File: src/rtl/wb_uart_tx_arb.sv
// wb_uart_tx_arb: round-robin packet arbiter sharing one UART TX core
// between N_REQ byte-stream requesters, with busy and lock supervision.
module wb_uart_tx_arb #(
  parameter int N_REQ    = 4,
  parameter int BUSY_TMO = 16,
  parameter int LOCK_TMO = 1024
) (
  input  logic               i_clk,
  input  logic               i_arst_n,
  input  logic [N_REQ-1:0]   iv_req_valid,
  input  logic [8*N_REQ-1:0] iv_req_data,
  input  logic [N_REQ-1:0]   iv_req_last,
  output logic [N_REQ-1:0]   ov_req_ack,
  output logic               o_utx_start,
  output logic [7:0]         ov_utx_data,
  input  logic               i_utx_busy,
  output logic [N_REQ-1:0]   ov_grant,
  output logic               o_locked,
  output logic               o_busy_tmo,
  output logic               o_lock_drop
);

  localparam int PW = $clog2(N_REQ);
  localparam int BW = $clog2(BUSY_TMO + 1);
  localparam int LW = $clog2(LOCK_TMO + 1);

  localparam logic [BW-1:0] BUSY_END = BW'(BUSY_TMO - 1);
  localparam logic [LW-1:0] LOCK_END = LW'(LOCK_TMO - 1);
  localparam logic [PW-1:0] LAST_IDX = PW'(N_REQ - 1);
  localparam logic [PW:0]   N_WIDE   = (PW+1)'(N_REQ);

  typedef enum logic [1:0] {
    IDLE,
    START,
    WAIT_HI,
    WAIT_LO
  } state_t;

  state_t          state;
  logic [PW-1:0]   ptr;
  logic [PW-1:0]   owner;
  logic [PW-1:0]   owner_nxt;
  logic [PW-1:0]   pick;
  logic [PW:0]     sum;
  logic            found;
  logic [BW-1:0]   busy_tmr;
  logic [LW-1:0]   lock_tmr;
  logic            last_q;
  logic [7:0]      own_data;
  logic [7:0]      pick_data;
  logic [N_REQ-1:0] pick_oh;

  assign owner_nxt = (owner == LAST_IDX) ? '0 : owner + 1'b1;
  assign own_data  = iv_req_data[8*int'(owner) +: 8];
  assign pick_data = iv_req_data[8*int'(pick) +: 8];
  assign pick_oh   = N_REQ'(1) << pick;

  // first valid requester at or above the pointer, wrapping around
  always_comb begin
    pick  = '0;
    found = 1'b0;
    sum   = '0;
    for (int i = N_REQ - 1; i >= 0; i--) begin
      sum = {1'b0, ptr} + (PW+1)'(i);
      if (sum >= N_WIDE) sum = sum - N_WIDE;
      if (iv_req_valid[sum[PW-1:0]]) begin
        pick  = sum[PW-1:0];
        found = 1'b1;
      end
    end
  end

  // transmit sequencer, lock ownership and fault supervision
  always_ff @(posedge i_clk or negedge i_arst_n) begin
    if (!i_arst_n) begin
      state       <= IDLE;
      ptr         <= '0;
      owner       <= '0;
      busy_tmr    <= '0;
      lock_tmr    <= '0;
      last_q      <= 1'b0;
      ov_req_ack  <= '0;
      o_utx_start <= 1'b0;
      ov_utx_data <= '0;
      ov_grant    <= '0;
      o_locked    <= 1'b0;
      o_busy_tmo  <= 1'b0;
      o_lock_drop <= 1'b0;
    end else begin
      o_utx_start <= 1'b0;
      ov_req_ack  <= '0;
      o_busy_tmo  <= 1'b0;
      o_lock_drop <= 1'b0;
      unique case (state)
        IDLE: begin
          if (o_locked) begin
            if (iv_req_valid[owner]) begin
              lock_tmr <= '0;
              if (!i_utx_busy) begin
                ov_utx_data <= own_data;
                last_q      <= iv_req_last[owner];
                o_utx_start <= 1'b1;
                ov_req_ack  <= ov_grant;
                state       <= START;
              end
            end else if (lock_tmr == LOCK_END) begin
              o_locked    <= 1'b0;
              ov_grant    <= '0;
              o_lock_drop <= 1'b1;
              ptr         <= owner_nxt;
              lock_tmr    <= '0;
            end else begin
              lock_tmr <= lock_tmr + 1'b1;
            end
          end else if (!i_utx_busy && found) begin
            owner       <= pick;
            ov_grant    <= pick_oh;
            o_locked    <= 1'b1;
            ov_utx_data <= pick_data;
            last_q      <= iv_req_last[pick];
            o_utx_start <= 1'b1;
            ov_req_ack  <= pick_oh;
            lock_tmr    <= '0;
            state       <= START;
          end
        end
        START: begin
          busy_tmr <= '0;
          state    <= WAIT_HI;
        end
        WAIT_HI: begin
          if (i_utx_busy) begin
            state <= WAIT_LO;
          end else if (busy_tmr == BUSY_END) begin
            o_busy_tmo <= 1'b1;
            o_locked   <= 1'b0;
            ov_grant   <= '0;
            ptr        <= owner_nxt;
            state      <= IDLE;
          end else begin
            busy_tmr <= busy_tmr + 1'b1;
          end
        end
        WAIT_LO: begin
          if (!i_utx_busy) begin
            state <= IDLE;
            if (last_q) begin
              o_locked <= 1'b0;
              ov_grant <= '0;
              ptr      <= owner_nxt;
            end
          end
        end
        default: state <= IDLE;
      endcase
    end
  end

endmodule

File: config.mk
export PLATFORM = sky130hd
export DESIGN_NAME = wb_uart_tx_arb
export DESIGN_NICKNAME = d
export VERILOG_FILES = /design/src/rtl/wb_uart_tx_arb.sv
export SDC_FILE = /design/constraint.sdc
export NUM_CORES = 1
export LEC_CHECK = 0
export CAP_MARGIN = 25
export CORE_AREA = 2 2 84 86
export CTS_CLUSTER_SIZE = 24
export DETAILED_ROUTE_END_ITERATION = 16
export DIE_AREA = 0 0 86 88
export PLACE_DENSITY = 0.7
export SLEW_MARGIN = 10
export SYNTH_ARGS = -nofsm -noshare
export SYNTH_HDL_FRONTEND = slang
export SYNTH_SLANG_ARGS = --single-unit
File: constraint.sdc
create_clock -name i_clk -period 3.06 [get_ports i_clk]
set_clock_uncertainty 0.15 [all_clocks]
set_input_delay 0.612 -clock i_clk [delete_from_list [all_inputs] [get_ports i_clk]]
set_output_delay 0.612 -clock i_clk [all_outputs]
set_load 0.005 [all_outputs]
==> impl_metrics.toml, run 1 <==
[timing]
hold_ws_ps = 59.5
fin_crit_ps = 2830
setup_slack_ps = 227
finalHoldViolations = 0
period_share = 0.926
max_clock_freq_mhz = 353
slew_viol_final = 0
setup_viol = 0
slew_headroom = 0.471
grt_setup_unrepaired = "no"
tightestPinTransition_ps = 794

[worst_setup_path]
worstSetupPathType = "in2reg"
cpPeakStageDelay_ps = 540
crit_buf_inv = 1
endpoint_kind = "flip-flop"
r2r-start = "lock_tmr[0]"
reg2reg_depth = 7
regToRegEndpoint = "lock_tmr[7]"
r2r_setup_slack_ps = 390
crit_fanout = 3
cpMaxStageDelayCell = "or4_4"
arrival_ps = 2870
crit_family = "multiplexers"
crit_path_start_kind = "primary input"
worstPathCellList = "clkdlybuf4s50_1 > mux4_2 > or2_4 > or4_4 > a21oi_2 > mux2_1"
required_ps = 3100

[yosys]
ys_seq_elements = 43
syn_area_um2 = 2570
synth_async_sr_flop_share = 1.00
yosysUniqueCellTypes = 43
syn_area_per_cell_um2 = 8.66
synth_edf_count = 0
syn_inst = 297
synth_nets = 344
yosysSeqAreaShare = 0.418
synth_flop_cell = "dfrtp_1"
synth_warnings = 0

[route]
dr_total_vias = 2553
ant_nets = 0
drc = 0
drt-pass1-iter-count = 4
wl_per_cell_um = 14.7
drtIter0Drc = 126
vias_per_cell = 5.62
finalWirelength_um = 6660

[finish]
fin_area_um2 = 3510
area_growth_pct = 36.3
num_antenna_cells = 0
drive_gt1_frac = 0.110
register_area_um2 = 1080
nNetsFinal = 420
fill_cells = 618
multi_input_area_um2 = 1410

[global_routing]
grt_pass1_vias = 2348
antenna_found_initial = 0
grt_max_degree = 44
use_met3 = 0.0415
grt_busiest_layer = "met2"
globalRoute.totalOverflow = 0
grt_pass1_wl_um = 11200
grt_usage = 0.183
grt_util_met2 = 0.301
grtUsageMet1 = 0.240

[status]
status = "finished clean"

[placed_design]
hpwl_um = 4910
detailed_place.area_um2 = 3400
place.gp.congestion = 0.809
dpl_worst_slack_ps = -93.7
port_buffers = 62

[die]
start_util = 0.387
die_w_um = 86
rows = 30
core_um2 = 6640
die_h_um = 88
die-area_um2 = 7570
pin_count = 63

[clock_network]
cts_buffer_depth = 2
cts_tree = "yes"
cts_sinks = 43
cts-resized-gates = 0
clkTransAtPathRegs_ps = 90
cts-root-buf = "clkbuf_8"
numCtsBuffers = 5
cts_setup_buffers = 0
htree_levels = 2
ctsHoldBuffers = 0
clk_latency_ps = 300

[power]
power.density_nw_per_um2 = 696
power_leakage_nw = 1.50
vdd_drop_max_mv = 0.421

[job]
cap_violations = 0

[min_path]
hold_path.class = "in2async"
Yosys cell counts, types with 2 or more instances:
master,count,area (µm²)
inv_1,5,18.8
nand2_1,27,101
a21o_1,11,82.6
ha_1,4,50.1
o221ai_1,9,78.8
a221o_1,8,80.1
nor2b_1,19,119
o211ai_1,2,15.0
nor2_1,39,146
mux4_2,2,45.0
clkbuf_1,18,67.6
nor4_1,2,12.5
nand3b_1,3,22.5
o31ai_1,5,37.5
and3_1,4,25.0
mux2_1,2,22.5
dfrtp_1,43,1080
o41ai_1,2,17.5
o311ai_0,8,70.1
nand2b_1,4,25.0
or3_1,2,12.5
a31oi_1,3,18.8
nor3_1,6,30.0
o21ai_0,35,175
nand3_1,7,35.0
a21oi_1,10,50.1
cell families (layout without fill, tap and decap cells):
logic type / count (synthesis) / in the layout / synth area share
simple gates: 119 / 119 / 0.224
compound gates: 101 / 101 / 0.269
flops: 43 / 43 / 0.418
buf+inv: 24 / 101 / 0.0350
mux: 6 / 6 / 0.0345
fa+ha+maj: 4 / 4 / 0.0195
power breakdown:
group	switching [mW]	leakage, nW	total (mW)	internal, mW
clock network	0.206	0.0412	0.365	0.160
logic	0.590	0.895	1.20	0.608
registers	0.154	0.566	0.875	0.722
how the worst max path moves through the flow:
stage	start	endpoint	slack, ps	cells after the start
6_report	iv_req_valid[3]	ptr[0]	230	6
5_1_grt	iv_req_valid[3]	ov_utx_data[3]	80	8
4_1_cts	iv_req_valid[3]	ptr[0]	220	6
3_5_place_dp	iv_req_valid[3]	ptr[0]	-90	6
3_3_place_gp	iv_req_valid[3]	ptr[1]	-60	6
2_1_floorplan	iv_req_valid[3]	ptr[0]	400	5
cell usage in the layout (no fill, tap or decap), types with 2 or more instances in the layout:
cell type,instances
a21o_1,11
ha_1,4
or3_1,2
nand2b_1,4
a31oi_1,3
clkdlybuf4s50_1,61
nor2_1,39
a21oi_1,10
mux4_2,2
o21ai_0,35
buf_4,24
mux2_1,2
o221ai_1,9
dfrtp_1,43
nor4_1,2
nand3b_1,3
nand2_1,27
nand3_1,7
and3_1,4
a221o_1,8
clkbuf_8,5
nor3_1,6
o31ai_1,5
o311ai_0,8
nor2b_1,19
inv_1,5
o211ai_1,2
o41ai_1,2
sequential cells by signal, indices dropped and copies added (netlist names), 2 cells and up:
signal / flops
ov_grant: 4
ptr: 2
owner: 2
busy_tmr: 5
ov_req_ack: 4
lock_tmr: 11
state: 2
ov_utx_data: 8
stage by stage:
| step | power (mW) | util | setup TNS (ps) | cells |
|---|---|---|---|---|
| final | 2.44 | 0.528 | 0 | 454 |
| after global routing | 2.63 | 0.528 | 0 | 454 |
| after CTS | 2.45 | 0.525 | 0 | 453 |
| after detailed placement | 2.09 | 0.512 | -488 | 445 |
| after global placement | 2.06 | 0.512 | -291 | 445 |
| after floorplan | 1.55 | - | 0 | 297 |
cell type report:
class,instances,area share
multi-input cells,230,0.401
clock buffers,6,0.0207
clock inverters,2,0.00357
well taps,80,0.0286
repair buffers,87,0.233
flip-flops and latches,43,0.307
inverters,6,0.00642
layer usage:
metal  vias up  wire [µm]  share of wire
met5         -          0              0
met4         0        100          0.015
met3         8        410          0.062
met2        78       3160           0.47
met1      1220       2980           0.45
li1       1247          -              -
(Power assumes the default switching activity.)
==> run 2: changes to the inputs <==
--- a/config.mk
+++ b/config.mk
@@ -10,7 +10,7 @@
 export CTS_CLUSTER_SIZE = 24
 export DETAILED_ROUTE_END_ITERATION = 16
 export DIE_AREA = 0 0 86 88
-export PLACE_DENSITY = 0.7
+export PLACE_DENSITY_LB_ADDON = 0.2
 export SLEW_MARGIN = 10
 export SYNTH_ARGS = -nofsm -noshare
 export SYNTH_HDL_FRONTEND = slang
==> constraint.sdc (replaced) <==
create_clock -name i_clk -period 3.06 [get_ports i_clk]
set_clock_uncertainty 0.15 [all_clocks]
set_input_delay 0.612 -clock i_clk [delete_from_list [all_inputs] [get_ports i_clk]]
set_output_delay 0.612 -clock i_clk [all_outputs]
set_load 0.1 [all_outputs]
==> run 2 against run 1 <==
  * Worst hold slack better by 46 ps
  * Via count down 1.5%
  * Clock power up 5%
  * Cell area down 1.2%
  * Sequential cell count unchanged
  * Sequential share of layout area up 0.37 points
  * Count of clock-buffer cells in the layout down 1
  * Worst setup slack better by 4.3 ps
  * Wire length up 0.20%
  * Utilization down 0.62 points
==> impl_metrics.toml, run 2 (synthesis results as in run 1) <==
[worst_setup_path]
arrival_ps = 2870
reg2reg_depth = 7
crit_family = "multiplexers"
r2r-start = "lock_tmr[0]"
r2r_setup_slack_ps = 360
worstSetupPathType = "in2reg"
endpoint_kind = "flip-flop"
cp_num_cells = 6
crit_fanout = 3
crit_buf_inv = 1
cpPeakStageDelay_ps = 530
cpMaxStageDelayCell = "or4_4"
worstPathCellList = "clkdlybuf4s50_1 > mux4_2 > or2_4 > or4_4 > a21oi_2 > mux2_1"
crit_path_start_kind = "primary input"
regToRegEndpoint = "lock_tmr[7]"
required_ps = 3110

[timing]
grt_setup_unrepaired = "no"
period_share = 0.924
slew_headroom = 0.494
tightestPinTransition_ps = 760
max_clock_freq_mhz = 354
fin_crit_ps = 2830
setup_slack_ps = 231
setup_viol = 0
slew_viol_final = 0
finalHoldViolations = 0

[die]
die_h_um = 88
start_util = 0.387
die-area_um2 = 7570
pin_count = 63
rows = 30
core_um2 = 6640
die_w_um = 86

[power]
p_comb_frac = 0.584
p_sw_mw = 1.58
seq_power_share = 0.289
swShare = 0.520
vdd_drop_max_mv = 0.441
clkPwrFrac = 0.126
power_leakage_nw = 1.54
power.density_nw_per_um2 = 876
internal_power_mw = 1.46

[finish]
final_util = 0.521
drive_gt1_frac = 0.164
layout_common_cells = "dfrtp_1, buf_4, clkdlybuf4s50_1"
num_antenna_cells = 0
largest_reg_flops = 11
reg.largest.list = "lock_tmr (11), ov_utx_data (8), busy_tmr (5)"
top_register = "lock_tmr"
stdcell_count = 453
nNetsFinal = 419
area_growth_pct = 34.7

[route]
finalWirelength_um = 6670
dr_total_vias = 2514
drt-pass1-iter-count = 4
drtIter0Drc = 124
drc = 0
ant_nets = 0
wl_per_cell_um = 14.7
vias_per_cell = 5.55

[placed_design]
hpwl_um = 4920
place_inst = 444
port_buffers = 62
dpl_worst_slack_ps = -88.0
place.gp.congestion = 0.773

[global_routing]
grt_pass1_wl_um = 11000
globalRoute.totalOverflow = 0
grt_pass1_vias = 2371
grt_max_degree = 44
grt_usage = 0.182
antenna_found_initial = 0

[clock_network]
ctsHoldBuffers = 0
clk_latency_ps = 300
cts_buffer_depth = 2
cts-root-buf = "clkbuf_8"
cts_sinks = 43
clkTransAtPathRegs_ps = 100
cts-resized-gates = 0
cts_tree = "yes"
cts_setup_buffers = 0
numCtsBuffers = 5
htree_levels = 2

[min_path]
hold_path.class = "in2async"

[job]
cap_violations = 0

[status]
status = "finished clean"
## run 2: cell types whose count changed in the layout (fill, tap and decap cells not counted), sizes merged
cell           before  now
clkbuf              6    5
buf                26   45
clkinv              2    3
clkdlybuf4s50      61   41
## run 2: worst max path at each step
stage	slack, ps	end	start
floorplan	250	ptr[0]	o_locked
global placement	-50	ptr[1]	iv_req_valid[3]
detailed placement	-90	ptr[0]	iv_req_valid[3]
CTS	250	ptr[0]	iv_req_valid[3]
global route	120	ov_utx_data[6]	iv_req_valid[3]
finish	230	ptr[1]	iv_req_valid[3]
## run 2: cell type report
cell class,count,area (µm²)
clock buffer,5,68.8
clock inverter,3,25.0
fill,638,3180
inverter,6,22.5
multi-input combinational,230,1410
sequential,43,1080
tap,80,100
timing repair buffer,86,766
## run 2: worst register-to-register path: cells and delay by family, from the launching register on
family                   cells  cell delay [ps]
AO/OA/AOI/OAI                2              650
adder cells (fa/ha/maj)      1              230
flip-flops                   1              400
AND/OR/NAND/NOR              4             1170
## run 2: through the flow
stage	instance area, µm²	power [mW]	hold WS, ps	TNS, ps
2_1_floorplan	2570	2.15	166	0
3_3_place_gp	3340	2.64	319	-91.1
3_5_place_dp	3340	2.66	322	-404
4_1_cts	3440	3.05	336	0
5_1_grt	3460	3.24	119	0
6_report	3460	3.04	106	0
## run 2: metal layers
layer / wire length, µm / vias up / global-route usage
li1: - / 1236 / -
met1: 2980 / 1220 / 0.230
met2: 3380 / 56 / 0.319
met3: 287 / 2 / 0.0349
met4: 26 / 0 / 0.0462
met5: 0 / - / 0
## run 2: power by group through the flow
stage | clock network (mW) | logic [mW] | registers [mW]
CTS | 0.394 | 1.78 | 0.877
floorplan | 0 | 0.718 | 1.44
detailed placement | 0 | 1.78 | 0.882
finish | 0.383 | 1.77 | 0.879
global placement | 0 | 1.76 | 0.884
global route | 0.421 | 1.92 | 0.901
